--- src/rtl/freq_snapshot_fifo_if.sv ---
// Readout stream carrying tagged channel words from the snapshot FIFO.
//   m_valid/m_ready : handshake, a word moves when both are high
//   m_data          : channel count
//   m_chan          : channel index of m_data
//   m_last          : final channel word of a snapshot
//   m_seq           : snapshot sequence number
interface freq_snapshot_fifo_if;
   logic        m_valid;
   logic        m_ready;
   logic [31:0] m_data;
   logic [3:0]  m_chan;
   logic        m_last;
   logic [7:0]  m_seq;

   modport master (output m_valid, m_data, m_chan, m_last, m_seq, input m_ready);
   modport slave  (input m_valid, m_data, m_chan, m_last, m_seq, output m_ready);
endinterface

--- src/rtl/freq_snapshot_fifo.sv ---
// Freezes each new, settled value of the frequency counter bus into a
// snapshot and queues it as NUM_COUNTERS tagged words for readout.
//   clk, aresetn   : clock, async active-low reset (release synchronised)
//   freq_in        : packed counts, channel i at [32i+31:32i]
//   force_capture  : pulse, snapshot the settled bus even if unchanged
//   m              : first-word-fall-through output stream
//   fifo_level     : words stored
//   drop_count     : snapshots discarded for lack of space (saturating)
module freq_snapshot_fifo #(
   parameter int NUM_COUNTERS  = 4,
   parameter int STABLE_CYCLES = 4,
   parameter int FIFO_DEPTH    = 32
) (
   input  logic                         clk,
   input  logic                         aresetn,
   input  logic [NUM_COUNTERS*32-1:0]   freq_in,
   input  logic                         force_capture,
   freq_snapshot_fifo_if.master         m,
   output logic [$clog2(FIFO_DEPTH):0]  fifo_level,
   output logic [15:0]                  drop_count
);
   localparam int AW = $clog2(FIFO_DEPTH);
   localparam int SW = $clog2(STABLE_CYCLES + 1);
   localparam int KW = (NUM_COUNTERS > 1) ? $clog2(NUM_COUNTERS) : 1;
   localparam logic [KW-1:0] LAST_K  = KW'(NUM_COUNTERS - 1);
   localparam logic [SW-1:0] STAB_MX = SW'(STABLE_CYCLES);
   localparam logic [AW:0]   MAX_LVL = (AW+1)'(FIFO_DEPTH - NUM_COUNTERS);

   typedef enum logic [1:0] {IDLE, CHECK, WRITE} state_t;

   typedef struct packed {
      logic [7:0]  seq;
      logic        last;
      logic [3:0]  chan;
      logic [31:0] data;
   } word_t;

   logic [1:0]                rst_sync;
   logic                      rst_n;
   logic [NUM_COUNTERS*32-1:0] samp, snap, committed;
   logic [SW-1:0]             stab;
   logic                      settled, pend, trig, push, pop, space_ok;
   state_t                    state, state_n;
   logic [KW-1:0]             k;
   logic [7:0]                seq;
   logic [AW:0]               wptr, rptr;
   word_t                     mem [FIFO_DEPTH];
   word_t                     push_word, head;

   // Assert asynchronously, release two clocks after aresetn rises.
   always_ff @(posedge clk or negedge aresetn)
      if (!aresetn) rst_sync <= '0;
      else          rst_sync <= {rst_sync[0], 1'b1};
   assign rst_n = rst_sync[1];

   // Stability counter restarts whenever the newly sampled value differs
   // from the one already held in samp.
   always_ff @(posedge clk or negedge rst_n)
      if (!rst_n) begin
         samp <= '0;
         stab <= '0;
      end else begin
         samp <= freq_in;
         if (freq_in != samp)     stab <= '0;
         else if (stab != STAB_MX) stab <= stab + 1'b1;
      end

   assign settled    = (stab == STAB_MX);
   assign fifo_level = wptr - rptr;
   // Reservation uses the registered level, so a pop in the CHECK cycle
   // only frees space from the following cycle on.
   assign space_ok   = (fifo_level <= MAX_LVL);

   always_comb begin
      state_n = state;
      trig    = 1'b0;
      push    = 1'b0;
      case (state)
         IDLE:  if (settled && (samp != committed || pend)) begin
                   trig    = 1'b1;
                   state_n = CHECK;
                end
         CHECK: state_n = space_ok ? WRITE : IDLE;
         WRITE: begin
                   push = 1'b1;
                   if (k == LAST_K) state_n = IDLE;
                end
         default: state_n = IDLE;
      endcase
   end

   always_ff @(posedge clk or negedge rst_n)
      if (!rst_n) begin
         state      <= IDLE;
         snap       <= '0;
         committed  <= '0;
         pend       <= 1'b0;
         k          <= '0;
         seq        <= '0;
         drop_count <= '0;
      end else begin
         state <= state_n;
         // A pulse landing in the trigger cycle stays pending.
         pend  <= force_capture | (pend & ~trig);
         if (trig) begin
            snap      <= samp;
            committed <= samp;
         end
         case (state)
            CHECK: if (space_ok) k <= '0;
                   else begin
                      seq <= seq + 1'b1;
                      if (drop_count != 16'hFFFF) drop_count <= drop_count + 1'b1;
                   end
            WRITE: begin
                      k <= k + 1'b1;
                      if (k == LAST_K) seq <= seq + 1'b1;
                   end
            default: ;
         endcase
      end

   assign push_word = '{seq: seq, last: (k == LAST_K), chan: 4'(k),
                        data: snap[{k, 5'b0} +: 32]};

   always_ff @(posedge clk)
      if (push) mem[wptr[AW-1:0]] <= push_word;

   assign pop = m.m_valid & m.m_ready;

   always_ff @(posedge clk or negedge rst_n)
      if (!rst_n) begin
         wptr <= '0;
         rptr <= '0;
      end else begin
         wptr <= wptr + (AW+1)'(push);
         rptr <= rptr + (AW+1)'(pop);
      end

   // Head word is gated so the stream reads zero while empty.
   assign head      = mem[rptr[AW-1:0]];
   assign m.m_valid = (fifo_level != '0);
   assign m.m_data  = m.m_valid ? head.data : '0;
   assign m.m_chan  = m.m_valid ? head.chan : '0;
   assign m.m_last  = m.m_valid ? head.last : 1'b0;
   assign m.m_seq   = m.m_valid ? head.seq  : '0;
endmodule

--- src/flat_wrapper.sv ---
// flat-port wrapper written by rule: the top's interface ports become plain ports
module freq_snapshot_fifo_flat 
#(
   parameter int NUM_COUNTERS  = 4,
   parameter int STABLE_CYCLES = 4,
   parameter int FIFO_DEPTH    = 32
)
  (clk, aresetn, freq_in, force_capture, fifo_level, drop_count, m_m_valid, m_m_data, m_m_chan, m_m_last, m_m_seq, m_m_ready);
  freq_snapshot_fifo_if m_i ();
  input  logic clk;
  input  logic aresetn;
  input  logic [NUM_COUNTERS*32-1:0] freq_in;
  input  logic force_capture;
  output logic [$clog2(FIFO_DEPTH):0] fifo_level;
  output logic [15:0] drop_count;
  output wire logic [$bits(m_i.m_valid)-1:0] m_m_valid;
  output wire logic [$bits(m_i.m_data)-1:0] m_m_data;
  output wire logic [$bits(m_i.m_chan)-1:0] m_m_chan;
  output wire logic [$bits(m_i.m_last)-1:0] m_m_last;
  output wire logic [$bits(m_i.m_seq)-1:0] m_m_seq;
  input wire logic [$bits(m_i.m_ready)-1:0] m_m_ready;
  assign m_m_valid = m_i.m_valid;
  assign m_m_data = m_i.m_data;
  assign m_m_chan = m_i.m_chan;
  assign m_m_last = m_i.m_last;
  assign m_m_seq = m_i.m_seq;
  assign m_i.m_ready = m_m_ready;
  freq_snapshot_fifo #(.NUM_COUNTERS(NUM_COUNTERS), .STABLE_CYCLES(STABLE_CYCLES), .FIFO_DEPTH(FIFO_DEPTH)) u_core (.clk(clk), .aresetn(aresetn), .freq_in(freq_in), .force_capture(force_capture), .m(m_i), .fifo_level(fifo_level), .drop_count(drop_count));
endmodule
--- config.mk ---
export PLATFORM = sky130hd
export DESIGN_NAME = freq_snapshot_fifo_flat
export DESIGN_NICKNAME = d
export VERILOG_FILES = /design/src/rtl/freq_snapshot_fifo_if.sv /design/src/rtl/freq_snapshot_fifo.sv /design/src/flat_wrapper.sv
export SDC_FILE = /design/constraint.sdc
export NUM_CORES = 2
export LEC_CHECK = 0
export ABC_AREA = 0
export CAP_MARGIN = 20
export CORE_ASPECT_RATIO = 2
export CORE_MARGIN = 2
export CORE_UTILIZATION = 29
export DETAILED_ROUTE_END_ITERATION = 10
export DONT_BUFFER_PORTS = 1
export PLACE_DENSITY = 0.52
export SLEW_MARGIN = 40
export SYNTH_ARGS = -nofsm -noshare
export SYNTH_HDL_FRONTEND = slang
export SYNTH_SLANG_ARGS = --single-unit
--- constraint.sdc ---
create_clock -name clk -period 12.1 [get_ports clk]
set_input_delay 2.42 -clock clk [delete_from_list [all_inputs] [get_ports clk]]
set_output_delay 2.42 -clock clk [all_outputs]
set_load 0.03 [all_outputs]
[Yosys cells after proc, flatten, opt, wreduce, memory -nomap -nowiden]
Memory sizes are Yosys's and may differ from the RTL's.
Index checks and enable logic that the tools add are counted.
Word-level totals
  flip-flop bits (word level): 302
  latch bits: 0
  RAM bits: 1376
  ROM bits: 0
  input port bits: 132
  output and inout bits: 68
  memories kept: 1
Operators by class
  add/sub/neg operators: 7
  multipliers: 0
  div/mod/pow operators: 0
  magnitude comparators: 1
  eq/ne operators: 12
  shift-type cells: 1
  multiplexer cells: 20
  bitwise operators: 5
  reduce and logical (&&, ||, !) cells: 10
Memory list
  u_core.mem: words 32, bits a word 43, read ports 1, clocked after memory_dff 0, write ports 1, RTL line freq_snapshot_fifo.sv:47  | word_t mem [FIFO_DEPTH];
Operator list (count)
  128-bit != test: 2
  128-bit by 8-bit indexed part select with 32-bit output: 1
  32-bit 2-to-1 mux: 1
  8-bit 2-to-1 mux: 3
  16-bit by 1-bit adder with 16-bit output (second input constant): 1
  16-bit != test (second input constant): 1
  8-bit case mux with 2 select lines: 1
  6-bit by 1-bit adder with 6-bit output: 2
  8-bit by 1-bit adder with 8-bit output (second input constant): 1
  2-bit 2-to-1 mux: 4
  6-bit by 5-bit less-or-equal comparator with 1-bit output (second input constant): 1
  1-bit 2-to-1 mux: 6
  3-bit 2-to-1 mux: 2
  2-bit by 1-bit != test with 1-bit output (second input constant): 3
  2-bit case mux with 3 select lines: 1
  3-bit AND reduction: 2
  6-bit nonzero test: 1
  6-bit subtractor: 1
  2-bit equality test (second input constant): 2
  4-bit 2-to-1 mux: 1
  2-bit case mux with 2 select lines: 1
  2-bit AND reduction: 2
  2-bit nonzero test: 2
  3-bit by 1-bit adder with 3-bit output (second input constant): 1
  other kinds (11): 13

[Longest topological paths before layout]
  depth in word-level cells: 8
  gate-level depth with buffers: 15
  depth with buffers taken out: 13

[Worst setup path after synthesis]
Ideal clock, no wire load.
  path type: flip-flop to output port
  from: register u_core.rptr[1]
  to: output m_m_data[22]
  data arrival time: 3.724 ns
  required time: 9.680 ns
  slack: 5.956 ns
  stages on the path, launching flop included: 13
  cell sequence: dfrtp_1 -> clkbuf_1 -> buf_1 -> buf_1 -> inv_1 -> ha_1 -> nor2b_1 -> o21a_1 -> o21a_1 -> o211ai_1 -> nor4b_2 -> clkbuf_1 -> a21oi_1
On the way
  word-level cells in the longest chain between the ends: 3
  elaborated cells on any way between the ends: 4
RTL lines
  start, declared: RTL line freq_snapshot_fifo.sv:46  | logic [AW:0] wptr, rptr;
  start signal, assigned: RTL line freq_snapshot_fifo.sv:137  | rptr <= rptr + (AW+1)'(pop);
  6-bit subtractor: RTL line freq_snapshot_fifo.sv:69  | assign fifo_level = wptr - rptr;
  net fifo_level[5]: RTL line flat_wrapper.sv:14  | output logic [$clog2(FIFO_DEPTH):0] fifo_level;
  6-bit nonzero test: RTL line freq_snapshot_fifo.sv:142  | assign m.m_valid = (fifo_level != '0);
  32-bit 2-to-1 mux: RTL line freq_snapshot_fifo.sv:143  | assign m.m_data = m.m_valid ? head.data : '0;
  end, declared: RTL line flat_wrapper.sv:17  | output wire logic [$bits(m_i.m_data)-1:0] m_m_data;
The timed path passes the listed nets, and every way through them passes these cells.

[Worst setup path in the final report]
  from: register u_core.rptr[4]
  to: output m_m_data[15]
The elaborated chain is that of the path after synthesis.

==> impl_metrics.py <==
metrics = {
    "synth": {
        "synth_area_per_cell_um2": 20.8,
        "ys_warn_count": 0,
        "synth_cell_types": 58,
        "synthTopCellsByArea": "edfxtp_1 (62%), mux4_2 (16%), dfrtp_1 (11%)",
        "synth_edf_count": 1376,
        "synthCells": 3200,
        "synth_top_cell_area_share": 0.621,
        "ys.flop_type": "edfxtp_1",
        "synth-async-reset-ratio": 0.180,
        "netlist_area_um2": 66500,
        "ys_seq_area_frac": 0.735,
        "yosysTopAreaCell": "edfxtp_1",
        "ys_seq_elements": 1678,
    },
    "detailed_routing": {
        "ant_nets": 0,
        "viasPerCell": 5.00,
        "wl_um": 197000,
        "vias": 32142,
        "drtPass1Iterations": 6,
        "drtIter0Drc": 2425,
        "drc": 0,
        "wl_per_cell_um": 30.7,
    },
    "die": {
        "die_h_um": 681,
        "rows": 248,
        "die_area_um2": 233000,
        "coreArea_um2": 228000,
        "die_w_um": 343,
        "io_pins": 200,
        "start_util": 0.292,
    },
    "clock_network": {
        "cts_tree": "yes",
        "cts_buffers": 152,
        "cts_htree_levels": 4,
        "path_clk_slew_ps": 70,
        "holdBufCountCts": 0,
        "cts_root_buffer": "clkbuf_16",
        "clock_sinks": 1678,
        "clkLatencyLatePin_ps": 800,
        "cts_resized": 0,
        "post_cts_buffers": 0,
        "clockBufferDepth": 4,
    },
    "power_and_ir_drop": {
        "peakVddDrop_uv": 138,
        "total_power_mw": 13.4,
        "powerDensity_nw_per_um2": 176,
        "p_leak_nw": 21.8,
    },
    "timing": {
        "post-route-period-util": 0.602,
        "hold_violations": 0,
        "worstMarginPinSlew_ps": 915,
        "finalCriticalPeriod_ps": 7290,
        "slew_headroom": 0.388,
        "max_freq_ghz": 0.137,
        "setup-tns-final_ps": 0,
        "finalClockSkew_ps": 39.4,
        "holdWs_ps": 260,
        "rsz0062_at_grt": "false",
        "drv_slew": 0,
        "finalSetupViolCount": 0,
        "layout_setup_ws_ps": 4810,
    },
    "global_routing": {
        "top_usage_layer": "met2",
        "grt_use_total": 0.168,
        "grt_pass1_wl_um": 273000,
        "grtUsageMet2": 0.319,
        "use_met1": 0.175,
        "grt_use_met3": 0.0298,
        "antenna_found_initial": 4,
        "overflow": 0,
        "grt_max_degree": 74,
        "first_global_vias": 34669,
    },
    "run_status": {
        "run_status": "finished, final reports clean",
    },
    "critical_path": {
        "worstPathArrival_ps": 4870,
        "crit_top_cell": "buf_4",
        "path_buf_inv": 4,
        "critical-path-top-delay-family": "buffers and inverters",
        "cp_max_fo": 33,
        "setup.worst_path.class": "reg -> out",
        "timing.rr.start": "u_core.samp[67]",
        "worstSetupEndpointType": "primary output",
        "max_stage_delay_ps": 690,
        "worst_path_max_delay_cell": "dfrtp_4",
        "crit_chain": "clkinv_2, ha_1, and3_1, a211oi_1, o211ai_1, buf_4, nor4b_4, buf_6, a21oi_1, buf_4",
        "cp-start-kind": "register",
        "timing.rr.end": "u_core.snap[40]",
        "required_ps": 9680,
        "worstRegToRegCells": 9,
        "r2r_slack_ps": 7820,
    },
    "final_layout": {
        "drive_gt1_frac": 0.258,
        "syn_to_final_growth_pct": 14.6,
        "finalNetCount": 3472,
    },
    "worst_hold_path": {
        "min_path_type": "reg -> async",
    },
    "place": {
        "place_ws_ps": 5510,
        "dpl.hpwl_um": 124000,
        "gp_congestion": 0.903,
        "io_buffers": 0,
    },
    "job": {
        "max_cap_violations": 0,
    },
}
## Yosys cell counts, drive strengths merged, types with 4 or more instances
| master | count |
|---|---|
| nand3 | 21 |
| nor2b | 61 |
| a22oi | 4 |
| xor2 | 120 |
| nand2 | 102 |
| nor2 | 57 |
| o2111ai | 4 |
| a2111oi | 12 |
| o21ai | 5 |
| mux4 | 462 |
| inv | 45 |
| nor4 | 60 |
| xnor2 | 116 |
| ha | 17 |
| edfxtp | 1376 |
| mux2 | 128 |
| nand4 | 44 |
| or4 | 5 |
| a21oi | 47 |
| nand2b | 13 |
| dfrtp | 302 |
| nand3b | 5 |
| o22ai | 4 |
| clkbuf | 76 |
| buf | 62 |
| nor3 | 12 |
## sequential cells by signal (all words and copies together) (netlist names)
register           count
u_core.mem          1376
u_core.samp          128
u_core.snap          128
u_core.drop_count     16
u_core.seq             8
u_core.rptr            6
u_core.wptr            6
u_core.stab            3
u_core.k               2
u_core.rst_sync        2
u_core.state           2
u_core.pend            1
## worst max-delay path by stage
stage	startpoint	to	slack (ps)	cells past startpoint
2_1_floorplan	u_core.rst_sync[1]	u_core.drop_count[0]	3060	0
3_3_place_gp	u_core.rptr[0]	m_m_data[22]	4590	7
3_5_place_dp	u_core.rptr[0]	m_m_chan[0]	5510	9
4_1_cts	u_core.rptr[0]	m_m_chan[0]	4690	9
5_1_grt	u_core.rptr[0]	m_m_chan[0]	4490	9
6_report	u_core.rptr[4]	m_m_data[15]	4810	10
## metrics by stage
stage / utilization / std cells / area [µm²]
after CTS: 0.334 / 6421 / 76100
after detailed placement: 0.313 / 6166 / 71500
after global placement: 0.309 / 6138 / 70600
after floorplan: - / 3201 / 66500
final: 0.334 / 6425 / 76200
after global routing: 0.334 / 6424 / 76200
## layer usage
metal  up-vias  part of all wire
met5         -          0.000096
met4         2             0.056
met3       359             0.052
met2      1017              0.55
met1     17517              0.34
li1      13247                 -
## worst reg2reg max path, cell delays in order, from the launching register on
cell,delay [ps]
dfrtp_1,450
xnor2_2,540
nand4_1,490
or4_1,540
nor4_1,330
and2_1,430
a21oi_4,90
buf_6,300
buf_6,440
mux2_1,540
## placed cells by master, fill, tap and decap left out, types with 34 or more instances in the layout
cell type / netlist / layout
buf_4: 2 / 47
edfxtp_1: 1376 / 1376
inv_1: 43 / 43
clkbuf_1: 76 / 38
a21oi_2: 0 / 34
mux2_1: 107 / 107
xor2_1: 120 / 117
nand4_1: 44 / 44
clkbuf_16: 0 / 158
nand2_1: 102 / 102
dfrtp_1: 302 / 288
mux4_2: 462 / 462
xnor2_1: 116 / 115
nor2b_1: 61 / 61
nor4_1: 59 / 55
## cell families after synthesis
group,synth area share
flops,0.735
mux,0.179
simple gates,0.0314
other cells,0.000113
fa+ha+maj,0.00350
buf+inv,0.0108
xor+xnor,0.0311
compound gates,0.00930
## cell type report
type,count,area (µm²)
Sequential cell,1678,48900
Inverter,45,178
Clock buffer,200,4150
Antenna cell,2,5.00
Multi-Input combinational cell,1340,17400
Tap cell,3000,3750
Fill cell,21459,152000
Clock inverter,55,470
Timing Repair Buffer,105,1350
## where the power goes
part           leakage, nW  internal, mW  switching [mW]
clock                 2.25          2.57            2.11
combinational         5.86         0.817            1.54
sequential            13.7          6.20           0.134
Power figures use the tool's default switching activity.
